<file path="config.mk">
export PLATFORM = sky130hd
export DESIGN_NAME = distribute_1xn_one_hot_bp_seq
export DESIGN_NICKNAME = d
export VERILOG_FILES = /design/src/rtl/distribute_1xn_one_hot_bp_seq_pkg.sv /design/src/rtl/distribute_hold_slot.sv /design/src/rtl/distribute_1xn_one_hot_bp_seq.sv
export SDC_FILE = /design/constraint.sdc
export NUM_CORES = 1
export LEC_CHECK = 0
export CAP_MARGIN = 10
export CORE_ASPECT_RATIO = 1.75
export CORE_MARGIN = 4
export CORE_UTILIZATION = 45
export CTS_CLUSTER_SIZE = 25
export DETAILED_ROUTE_END_ITERATION = 6
export DONT_BUFFER_PORTS = 1
export PLACE_DENSITY = 0.65
export SLEW_MARGIN = 10
export SYNTH_ARGS = -nofsm -noshare
export SYNTH_HDL_FRONTEND = slang
export SYNTH_HIERARCHICAL = 1
export SYNTH_SLANG_ARGS = --single-unit
</file>
<file path="constraint.sdc">
create_clock -name clk -period 2.25 [get_ports clk]
set_clock_uncertainty 0.1 [all_clocks]
set_input_delay 0.45 -clock clk [delete_from_list [all_inputs] [get_ports clk]]
set_output_delay 0.45 -clock clk [all_outputs]
set_load 0.05 [all_outputs]
</file>
<file path="src/rtl/distribute_1xn_one_hot_bp_seq_pkg.sv">
// Shared definitions for the 1xN one-hot distribute hop: port indexing and
// the derived width of the command forwarded to the next hop.
package distribute_1xn_one_hot_bp_seq_pkg;

  localparam int BUS_PORT   = 0;
  localparam int LOCAL_BASE = 1;

  // Command bits left for downstream hops, never narrower than one bit.
  function automatic int out_cmd_width(input int in_w, input int num_local);
    if (in_w - num_local > 1) begin
      return in_w - num_local;
    end else begin
      return 1;
    end
  endfunction

endpackage

</file>
<file path="src/rtl/distribute_hold_slot.sv">
// Single-entry holding slot: payload, per-output pending mask and forwarded
// command. Pending bits clear individually as their outputs hand off.
module distribute_hold_slot #(
  parameter int DATA_WIDTH = 32,
  parameter int NUM_PORTS  = 3,
  parameter int CMD_WIDTH  = 6
) (
  input  logic                  clk,
  input  logic                  rst_n,
  input  logic                  load_i,
  input  logic [DATA_WIDTH-1:0] load_data_i,
  input  logic [NUM_PORTS-1:0]  load_pend_i,
  input  logic [CMD_WIDTH-1:0]  load_cmd_i,
  input  logic [NUM_PORTS-1:0]  xfer_i,
  output logic [DATA_WIDTH-1:0] data_o,
  output logic [NUM_PORTS-1:0]  pend_o,
  output logic [CMD_WIDTH-1:0]  cmd_o
);

  logic [DATA_WIDTH-1:0] data_q, data_d;
  logic [NUM_PORTS-1:0]  pend_q, pend_d;
  logic [CMD_WIDTH-1:0]  cmd_q,  cmd_d;

  // Next state: a load only happens once every pending port has drained.
  always_comb begin
    data_d = data_q;
    pend_d = pend_q & ~xfer_i;
    cmd_d  = cmd_q;
    if (load_i) begin
      data_d = load_data_i;
      pend_d = load_pend_i;
      cmd_d  = load_cmd_i;
    end else begin
      data_d = data_q;
    end
  end

  // Slot registers.
  always_ff @(posedge clk or negedge rst_n) begin
    if (!rst_n) begin
      data_q <= '0;
      pend_q <= '0;
      cmd_q  <= '0;
    end else begin
      data_q <= data_d;
      pend_q <= pend_d;
      cmd_q  <= cmd_d;
    end
  end

  assign data_o = data_q;
  assign pend_o = pend_q;
  assign cmd_o  = cmd_q;

endmodule

</file>
<file path="src/rtl/distribute_1xn_one_hot_bp_seq.sv">
// One hop of a chained distribution network: multicasts each word to the
// local ports named by the low command bits and forwards the rest on the bus.
module distribute_1xn_one_hot_bp_seq
  import distribute_1xn_one_hot_bp_seq_pkg::*;
#(
  parameter int DATA_WIDTH         = 32,
  parameter int NUM_LOCAL          = 2,
  parameter int IN_COMMAND_WIDTH   = 8,
  parameter int PASS_PRUNE         = 0,
  localparam int OUT_COMMAND_WIDTH = out_cmd_width(IN_COMMAND_WIDTH, NUM_LOCAL),
  localparam int NUM_PORTS         = NUM_LOCAL + 1
) (
  input  logic                            clk,
  input  logic                            rst_n,
  input  logic                            i_valid,
  output logic                            i_ready,
  input  logic [DATA_WIDTH-1:0]           i_data_bus,
  input  logic                            i_en,
  input  logic [IN_COMMAND_WIDTH-1:0]     i_cmd,
  output logic [NUM_PORTS-1:0]            o_valid,
  input  logic [NUM_PORTS-1:0]            o_ready,
  output logic [NUM_PORTS*DATA_WIDTH-1:0] o_data_bus,
  output logic [OUT_COMMAND_WIDTH-1:0]    o_cmd,
  output logic                            o_busy
);

  logic [DATA_WIDTH-1:0]        data_q;
  logic [NUM_PORTS-1:0]         pend_q;
  logic [OUT_COMMAND_WIDTH-1:0] cmd_q;
  logic [NUM_PORTS-1:0]         xfer_s;
  logic [NUM_PORTS-1:0]         pend_load_s;
  logic [OUT_COMMAND_WIDTH-1:0] cmd_load_s;
  logic                         drain_done_s;
  logic                         accept_s;

  assign xfer_s       = pend_q & o_ready;
  assign drain_done_s = ((pend_q & ~xfer_s) == '0);
  // Ready looks through this cycle's handoffs so the slot can refill with no bubble.
  assign i_ready      = rst_n & i_en & drain_done_s;
  assign accept_s     = i_valid & i_ready;

  // Command decode: local bits select ports, the remainder goes to the next hop.
  always_comb begin
    pend_load_s                        = '0;
    pend_load_s[LOCAL_BASE +: NUM_LOCAL] = i_cmd[NUM_LOCAL-1:0];
    cmd_load_s                         = OUT_COMMAND_WIDTH'(i_cmd >> NUM_LOCAL);
    if (PASS_PRUNE == 0) begin
      pend_load_s[BUS_PORT] = 1'b1;
    end else begin
      pend_load_s[BUS_PORT] = |(i_cmd >> NUM_LOCAL);
    end
  end

  distribute_hold_slot #(
    .DATA_WIDTH (DATA_WIDTH),
    .NUM_PORTS  (NUM_PORTS),
    .CMD_WIDTH  (OUT_COMMAND_WIDTH)
  ) u_slot (
    .clk         (clk),
    .rst_n       (rst_n),
    .load_i      (accept_s),
    .load_data_i (i_data_bus),
    .load_pend_i (pend_load_s),
    .load_cmd_i  (cmd_load_s),
    .xfer_i      (xfer_s),
    .data_o      (data_q),
    .pend_o      (pend_q),
    .cmd_o       (cmd_q)
  );

  // Output muxing: ports with nothing pending present an all-zero dummy word.
  always_comb begin
    o_data_bus = '0;
    for (int j = 0; j < NUM_PORTS; j++) begin
      if (pend_q[j]) begin
        o_data_bus[j*DATA_WIDTH +: DATA_WIDTH] = data_q;
      end else begin
        o_data_bus[j*DATA_WIDTH +: DATA_WIDTH] = '0;
      end
    end
    if (pend_q[BUS_PORT]) begin
      o_cmd = cmd_q;
    end else begin
      o_cmd = '0;
    end
  end

  assign o_valid = pend_q;
  assign o_busy  = |pend_q;

endmodule

</file>
==> results of run 1 <==
path summary, 6_finish.rpt:
check	start	end	cells past startpoint
setup / recovery	u_slot/pend_o[1]$_DFF_PN0_	o_busy	2
hold / removal	i_cmd[1]	u_slot/pend_o[2]$_DFF_PN0_	2
setup reg to reg	u_slot/pend_o[2]$_DFF_PN0_	u_slot/cmd_o[5]$_DFFE_PN0P_	5
hold reg to reg	u_slot/cmd_o[5]$_DFFE_PN0P_	u_slot/cmd_o[5]$_DFFE_PN0P_	1
max in group asynchronous	rst_n	u_slot/pend_o[1]$_DFF_PN0_	2
min in group asynchronous	rst_n	u_slot/data_o[6]$_DFFE_PN0P_	2
worst register-to-register path: stages, from the launching register on:
cell and delay [ps]:
dfrtp_2 400, nor2b_4 130, nor4_4 270, and2_2 220, buf_4 310, mux2_2 380
per-layer routing:
metal,global-route usage [%],vias up
met5,0,-
met4,7.867,0
met3,4.334,16
met2,35.75,82
met1,20.37,840
li1,-,876
state kept, by name, indices dropped and copies added, names as in the netlist:
| signal | count |
|---|---|
| u_slot/cmd_o | 6 |
| u_slot/data_o | 32 |
| u_slot/pend_o | 3 |
kinds of logic (layout without fill, tap and decap cells):
kind of cell | after synthesis | in the layout | share of synthesized area [%]
AO/OA/AOI/OAI | 3 | 3 | 0.6047
buffers and inverters | 15 | 113 | 5.091
flip-flops | 41 | 41 | 41.33
multiplexers | 38 | 38 | 22.53
other | 1 | 1 | 0.1511
AND/OR/NAND/NOR | 118 | 118 | 30.29
cell usage in the layout, fill, tap and decap left out:
master,instances
and2_1,105
and2_2,1
and2b_1,1
buf_12,2
buf_4,102
clkbuf_8,7
clkinv_2,1
conb_1,1
dfrtp_1,38
dfrtp_2,3
dlygate4sd3_1,1
mux2_2,3
mux2_4,35
nand2_1,4
nand2b_1,3
nor2b_1,1
nor2b_4,1
nor4_4,1
o21ai_0,3
or3_1,1
metrics by stage:
step	worst slack (ps)	instances
finish	144.7	388
global route	43.03	388
CTS	122.0	388
detailed placement	339.0	378
global placement	359.6	378
floorplan	-176.3	216
cell type report:
class / count / area share, %
Clock inverter: 1 / 0.1485
Tap cell: 74 / 2.747
Sequential cell: 41 / 30.55
Multi-Input combinational cell: 160 / 39.50
Clock buffer: 7 / 2.858
Timing Repair Buffer: 105 / 24.20
==> summary.md, run 1 <==
| Metric | Value |
|---|---|
| First-pass GRT wire length | 10.15 mm |
| TritonCTS buffer count | 5 |
| Cts hold-fix bufs | 2 |
| Wire per inst | roughly 16 µm |
| Initial core utilization | 46.85% |
| WL met1 | roughly 2.2 mm |
| Unique masters post-synth | 17 |
| Fin area | 3371 µm² |
| Asr flop ratio synth | 100.0% |
| CTS tree | yes |
| Largest net degree at the start of global routing | 42 |
| RSZ-0062 raised after global routing | no |
| Leading area contributor after synthesis | dfrtp_1 |
| Setup violators final | 0 |
| Post_cts resized | 0 |
| PortBufs | 0 |
| Warnings from Yosys | 6 |
| Crit path DAT | approximately 1600 ps |
| H-tree depth | 2 |
| Routed Wire Length | 6.392 mm |
| Via-to-Cell Ratio | roughly 4.7 |
| Antenna diode count | 0 |
| CP max FO | 36 |
| Nets | 360 |
| Sequential share of the synthesized area | 41.33% |
| Met3 WL | 421 µm |
| Most numerous cell in the Yosys netlist | and2_1 |
| Core ar. | 5299 µm² |
| Syn Area/Cell | 11.49 µm² |
| Top sig layer | met4 |
| Skew-Pair Late Insertion Delay | 280 ps |
| Crit-path cells | buf_4, or3_1 |
| Setup_tns | 0 ps |
| DRC Markers | 0 |
| Layout cell share with drive strength beyond 1 | 49.68% |
| Final Max Tran Viols | 0 |
| Critical path class | register to output pin |
| Via count | 1,814 |
| Final hold slack | 192.5 ps |
| Nature of the critical path endpoint | output pin |
| Crit path largest cell delay | 590 ps |
| GRT Residual Overflow | 0 |
| Fillers | 454 |
| ANT nets after route | 0 |
| DP Area | ~3200 µm² |
| Root buffer cell | clkbuf_8 |
| Area delta synth->final | 35.79% |
| Final Hold Fails | 0 |
| Placer Congestion | 0.7386 |
| Antenna violations before repair | 0 |
| Clock slew at reported path FFs | 70 ps |
| Buf/Inv on CP | 1 |
| Number of register bits inferred by synthesis | 41 |
| Die W | 64.15 µm |
| Status | finished, final reports clean |
| First DRT Iteration DRCs | 45 |
| GRT Util Overall | 19.25% |
| Final Util | 63.61% |
| Final Cycle Share | 93.57% |
| Setup Fix Bufs, Post-CTS | 0 |
| Syn Inst Count | approximately 220 |
| Predominant post-synthesis flop cell | dfrtp_1 |
| Register Area | 1030 µm² |
| Post-layout min period | 2105 ps |
| MaxCap Viol Count | 0 |
| Cell Area, Synth | 2482 µm² |
| Top cells by count, synth | 106 x and2_1, 41 x dfrtp_1, 35 x mux2_4 |
| Met2 WL | roughly 3.6 mm |
| Worst R2R Setup Slack | 340 ps |
| Net count after synthesis | ~260 |
| Critical path's slowest cell | or3_1 |
| Vias in the first global route | about 1,900 |
| Die ar. | 6815 µm² |
| Hold crit path type | input port to register |
| Drt pass-1 iters | 4 |
| EDFF count, synth | 0 |
| CTS Sinks | 41 |
| Die H | 106.3 µm |
| Top post-synthesis cells by area | dfrtp_1 41%, and2_1 27%, mux2_4 21% |
| HPWL after DPL | approximately 4.8 mm |
| Multi-input logic area | 1331 µm² |
| Share of the synthesized area in the top cell type | 41.33% |
| Startpoint types | register |
| Boundary Pins | 154 |
| Clock buffer depth | 2 |
| Max Clk Rate | approximately 470 MHz |
| Worst path required time | between 1500 and 2000 ps |
| Row count | 35 |
| CP delay by family, top | simple AND/OR/NAND/NOR gates |
Power of run 1 is left out: the tool's default activity adds up to more than one toggle a clock period on the data nets, which glitch-free logic cannot reach.
==> inputs of run 2 (changes only) <==
--- a/config.mk
+++ b/config.mk
@@ -13,6 +13,7 @@
 export DETAILED_ROUTE_END_ITERATION = 6
 export DONT_BUFFER_PORTS = 1
 export PLACE_DENSITY = 0.65
+export REMOVE_ABC_BUFFERS = 1
 export SLEW_MARGIN = 10
 export SYNTH_ARGS = -nofsm -noshare
 export SYNTH_HDL_FRONTEND = slang
==> summary.md, run 2 (synthesis results as in run 1) <==
| Metric | Value |
|---|---|
| Drt pass-1 iters | 4 (unchanged) |
| Crit path largest cell delay | 360 ps (-230 ps) |
| Max FFs per register | 32 (unchanged) |
| Skew-Pair Late Insertion Delay | 290 ps (about the same) |
| Critical path class | register to output pin |
| Setup Fix Bufs, Post-CTS | 0 (unchanged) |
| Routed Wire Length | 8.373 mm (+31%) |
| Die H | 106.3 µm (unchanged) |
| Power Dens Cells | 1788 nW/µm² |
| Clock slew at reported path FFs | 70 ps (about the same) |
| Crit path DAT | 1540 ps (-20 ps) |
| Commonest non-fill, non-tap cell in the layout | buf_12 |
| Setup violators final | 0 (unchanged) |
| Vias in the first global route | 2,232 (+15%) |
| Clock buffer depth | 2 (unchanged) |
| Placed cell count | 387 (+2.4%) |
| Worst path required time | 1700 ps (about the same) |
| Via count | 1,989 (+9.6%) |
| DRC Markers | 0 (unchanged) |
| TritonCTS buffer count | 5 (unchanged) |
| Buf/Inv on CP | 3 (+2) |
| Layout cell share with drive strength beyond 1 | 49.84% (+0.16 points) |
| HPWL after DPL | 6.550 mm (+36%) |
| Hold crit path type | input port to register |
| Post-layout min period | 2093 ps (-11.92 ps) |
| Largest net degree at the start of global routing | 42 (unchanged) |
| CP max FO | 27 (-25%) |
| Final Hold Fails | 0 (unchanged) |
| Startpoint types | register |
| Via-to-Cell Ratio | 5.035 (+7.7%) |
| Nature of the critical path endpoint | output pin |
| MaxCap Viol Count | 0 (unchanged) |
| Final Max Tran Viols | 0 (unchanged) |
| Initial core utilization | 46.85% (unchanged) |
| Commonest non-fill, non-tap cells in the layout | 106 x buf_12, 105 x and2_1, 41 x dfrtp_1 |
| Max Clk Rate | 477.7 MHz (+0.57%) |
| Nets | 369 (+2.5%) |
| Crit-path cells | buf_4, buf_6, and2_1, buf_12 |
| First-pass GRT wire length | 13.00 mm (+28%) |
| Die ar. | 6815 µm² (unchanged) |
| Boundary Pins | 154 (unchanged) |
| GRT Util Overall | 25.58% (+6.3 points) |
| PortBufs | 0 (unchanged) |
| RSZ-0062 raised after global routing | no |
| Worst IR Drop VDD | 1.013 mV |
| Final Cycle Share | 93.04% (-0.53 points) |
| Status | finished, final reports clean |
| Leakage | between 2 and 2.5 nW |
| Root buffer cell | clkbuf_8 |
| CTS tree | yes |
| Row count | 35 (unchanged) |
| CTS Sinks | 41 (unchanged) |
| Final Util | 89.00% (+25 points) |
| Fillers | 230 (-49%) |
| ANT nets after route | 0 (unchanged) |
| H-tree depth | 2 (unchanged) |
| CP delay by family, top | buffers and inverters |
| Placer Congestion | 0.7490 (+1.4%) |
| Core ar. | 5299 µm² (unchanged) |
| Die W | 64.15 µm (unchanged) |
| Area delta synth->final | 89.97% |
| Wire per inst | 21.20 µm (+29%) |
| Final Non-Filler Cells | 395 (+1.8%) |
| Antenna diode count | 0 (unchanged) |
| Antenna violations before repair | 0 (unchanged) |
| Critical path's slowest cell | dfrtp_1 |
| GRT Residual Overflow | 0 (unchanged) |
| First DRT Iteration DRCs | 81 (+80%) |
run 2: cell types whose count changed in the layout (fill, tap and decap cells not counted):
cell	change
buf_12	+104
buf_4	-97
dfrtp_1	+3
dfrtp_2	-3
buf_6	+2
clkbuf_8	-2
run 2: routing by layer:
layer  up-vias  share of wire [%]  global-route usage (%)
li1        887                  -                       -
met1       990                 31                   24.32
met2        93                 60                   49.22
met3        19                6.0                   6.871
met4         0                3.6                   11.50
met5         -                  0                       0
run 2: final cells by class:
type	count	area (µm²)	share of cell area, %
Clock buffer	5	68.82	1.459
Multi-Input combinational cell	160	1331	28.23
Clock inverter	1	5.005	0.1061
Tap cell	74	92.59	1.963
Timing Repair Buffer	114	2192	46.48
Sequential cell	41	1026	21.76
run 2: through the flow:
| stage | power [mW] | TNS (ps) | worst slack (ps) | cell area, µm² | hold WS [ps] |
|---|---|---|---|---|---|
| after global routing | 8.723 | 0 | 45.73 | 4716 | 181.1 |
| after floorplan | 4.726 | -70030 | -1789 | 2356 | 54.41 |
| after global placement | 7.796 | 0 | 349.3 | 4604 | 55.72 |
| final | 8.431 | 0 | 156.6 | 4716 | 195.0 |
| after detailed placement | 7.983 | 0 | 296.5 | 4604 | 55.41 |
| after CTS | 8.472 | 0 | 62.07 | 4708 | 182.3 |
run 2: timing repair:
action / in CTS / in global routing
hold buffers: 2 / 0
endpoints found under the hold margin: 41 / 0
endpoints found under the setup margin: 0 / 10
resized for setup: 0 / 2
run 2: final timing paths:
check / startpoint / cells after the start / slack, ps / endpoint
setup / recovery: u_slot/pend_o[2]$_DFF_PN0_ / 4 / 160 / o_data_bus[71]
hold / removal: i_cmd[1] / 2 / 190 / u_slot/pend_o[2]$_DFF_PN0_
setup reg to reg: u_slot/pend_o[0]$_DFF_PN0_ / 5 / 330 / u_slot/data_o[31]$_DFFE_PN0P_
hold reg to reg: u_slot/cmd_o[5]$_DFFE_PN0P_ / 1 / 410 / u_slot/cmd_o[5]$_DFFE_PN0P_
max in group asynchronous: rst_n / 2 / 1310 / u_slot/data_o[29]$_DFFE_PN0P_
min in group asynchronous: rst_n / 2 / 530 / u_slot/pend_o[2]$_DFF_PN0_
run 2: report_power, final:
part / total (mW) / switching, mW / internal (mW)
Sequential: 1.44 / 0.328 / 1.11
Clock: 0.447 / 0.243 / 0.204
Combinational: 6.54 / 3.47 / 3.08
Total: 8.43 / 4.04 / 4.39
No activity file was read; power rests on OpenSTA's default activity.
==> inputs of run 3 (changes only) <==
==> constraint.sdc (replaced) <==
create_clock -name clk -period 2.7 [get_ports clk]
set_clock_uncertainty 0.1 [all_clocks]
set_input_delay 0.54 -clock clk [delete_from_list [all_inputs] [get_ports clk]]
set_output_delay 0.54 -clock clk [all_outputs]
set_load 0.05 [all_outputs]
==> summary.md, run 3 (synthesis results as in run 1) <==
| Metric | Value |
|---|---|
| PortBufs | 0 (unchanged) |
| Final Cycle Share | around 86% |
| Commonest non-fill, non-tap cell in the layout | buf_4 |
| Worst Hold Depth | 2 (unchanged) |
| Clock buffer depth | 2 (unchanged) |
| Routed Wire Length | 6.648 mm (-21%) |
| Buf/Inv on CP | 2 (-1) |
| Nets | 366 (-0.81%) |
| Layout cell share with drive strength beyond 1 | 49.69% (-0.16 points) |
| MaxCap Viol Count | 0 (unchanged) |
| Critical path class | register to output pin |
| CTS Sinks | 41 (unchanged) |
| Final Non-Filler Cells | 394 (-0.25%) |
| H-tree depth | 2 (unchanged) |
| Wire per inst | 16.87 µm (-20%) |
| Fillers | 452 (+97%) |
| Met3 WL | 418 µm (-17%) |
| First DRT Iteration DRCs | 67 (-17%) |
| Placed cell count | 384 (-0.78%) |
| Crit path largest cell delay | 550 ps (+190 ps) |
| Met2 WL | 3.794 mm (-24%) |
| Skew-Pair Late Insertion Delay | 290 ps (about the same) |
| RSZ-0062 raised after global routing | no |
| Via-to-Cell Ratio | 4.703 (-6.6%) |
| Crit path DAT | 1690 ps (+150 ps) |
| Die H | 106.3 µm (unchanged) |
| Reg2reg start | u_slot/pend_o[0]$_DFF_PN0_ |
| Core ar. | 5299 µm² (unchanged) |
| Vias in the first global route | 2,002 (-10%) |
| Clock slew at reported path FFs | 80 ps (about the same) |
| Die W | 64.15 µm (unchanged) |
| Nature of the critical path endpoint | output pin |
| Hold_sp | i_cmd[0] |
| Hold crit path type | input port to register |
| R2r endpoint | u_slot/cmd_o[5]$_DFFE_PN0P_ |
| Die ar. | 6815 µm² (unchanged) |
| Worst path required time | 2060 ps (+360 ps) |
| Row count | 35 (unchanged) |
| DRC Markers | 0 (unchanged) |
| Drt pass-1 iters | 4 (unchanged) |
| Startpoint types | register |
| Commonest non-fill, non-tap cells in the layout | 109 x buf_4, 105 x and2_1, 41 x dfrtp_1 |
| Hold EP | u_slot/pend_o[1]$_DFF_PN0_ |
| Placer Congestion | 0.7453 (-0.49%) |
| Post-layout min period | between 2000 and 2500 ps |
| Boundary Pins | 154 (unchanged) |
| Worst R2R Setup Slack | 560 ps (+230 ps) |
| HPWL after DPL | 5.006 mm (-24%) |
| Pre-CTS WS | 536.2 ps (+239.7 ps) |
| Antenna diode count | 0 (unchanged) |
| Area delta synth->final | 36.95% |
| WL met1 | 2.269 mm (-12%) |
| Multi-input logic area | 1331 µm² (unchanged) |
| Setup violators final | 0 (unchanged) |
| Largest net degree at the start of global routing | 42 (unchanged) |
| Final Hold Fails | 0 (unchanged) |
| Reg2Reg Depth | 5 (unchanged) |
| CTS tree | yes |
| Most frequent CP cell | buf_4 |
| First-pass GRT wire length | 10.44 mm (-20%) |
| Crit-path cells | buf_4, and2_1, buf_4 |
| GRT Residual Overflow | 0 (unchanged) |
| Setup Fix Bufs, Post-CTS | 0 (unchanged) |
| Final hold slack | 270.4 ps (+75.45 ps) |
| Antenna violations before repair | 0 (unchanged) |
| Via count | 1,853 (-6.8%) |
| Max FFs per register | 32 (unchanged) |
| Final WS setup | 372.2 ps (+215.6 ps) |
| Initial core utilization | 46.85% (unchanged) |
| CP max FO | 26 (-3.7%) |
| Top sig layer | met4 |
| GRT Util Overall | 19.83% (-5.8 points) |
| Status | finished, final reports clean |
| Register Area | 1026 µm² (unchanged) |
| ANT nets after route | 0 (unchanged) |
| Critical path's slowest cell | dfrtp_1 |
| Root buffer cell | clkbuf_8 |
| TritonCTS buffer count | 5 (unchanged) |
| Max Clk Rate | around 430 MHz |
| Final Max Tran Viols | 0 (unchanged) |
| CP delay by family, top | buffers and inverters |
run 3: cell types whose count changed in the layout (fill, tap and decap cells not counted):
| cell | change |
|---|---|
| buf_6 | -2 |
| buf_4 | +104 |
| buf_12 | -105 |
| clkbuf_8 | +2 |
run 3: worst max-delay path by stage:
stage                                from                           to  slack, ps  depth (start not counted)
2_1_floorplan  u_slot/pend_o[0]$_DFF_PN0_  u_slot/cmd_o[5]$_DFFE_PN0P_      -1340                          4
3_3_place_gp                   o_ready[0]  u_slot/cmd_o[5]$_DFFE_PN0P_        600                          5
3_5_place_dp   u_slot/pend_o[0]$_DFF_PN0_  u_slot/cmd_o[5]$_DFFE_PN0P_        540                          5
4_1_cts        u_slot/pend_o[2]$_DFF_PN0_               o_data_bus[77]        340                          3
5_1_grt        u_slot/pend_o[0]$_DFF_PN0_               o_data_bus[21]        250                          3
6_report       u_slot/pend_o[2]$_DFF_PN0_               o_data_bus[77]        370                          3
run 3: layer usage:
metal	vias up	track usage (%)
li1	885	-
met5	-	0
met1	880	20.05
met3	13	5.497
met2	75	37.68
met4	0	6.959
run 3: cell type report:
cell class	instances	share of cell area [%]
Timing Repair Buffer	111	24.95
Clock inverter	1	0.1472
Clock buffer	7	2.834
Tap cell	74	2.724
Sequential cell	41	30.18
Multi-Input combinational cell	160	39.16
run 3: timing repair:
item,CTS,global route
resized for setup,0,0
hold endpoints to repair,41,0
hold buffers,2,0
run 3: per-stage QoR:
stage	instance area, µm²	util [%]	TNS [ps]
2_1_floorplan	2356	-	-51490
3_3_place_gp	3268	61.68	0
3_5_place_dp	3268	61.68	0
4_1_cts	3400	64.16	0
5_1_grt	3400	64.16	0
6_report	3400	64.16	0
Power of run 3 is left out for the same reason.
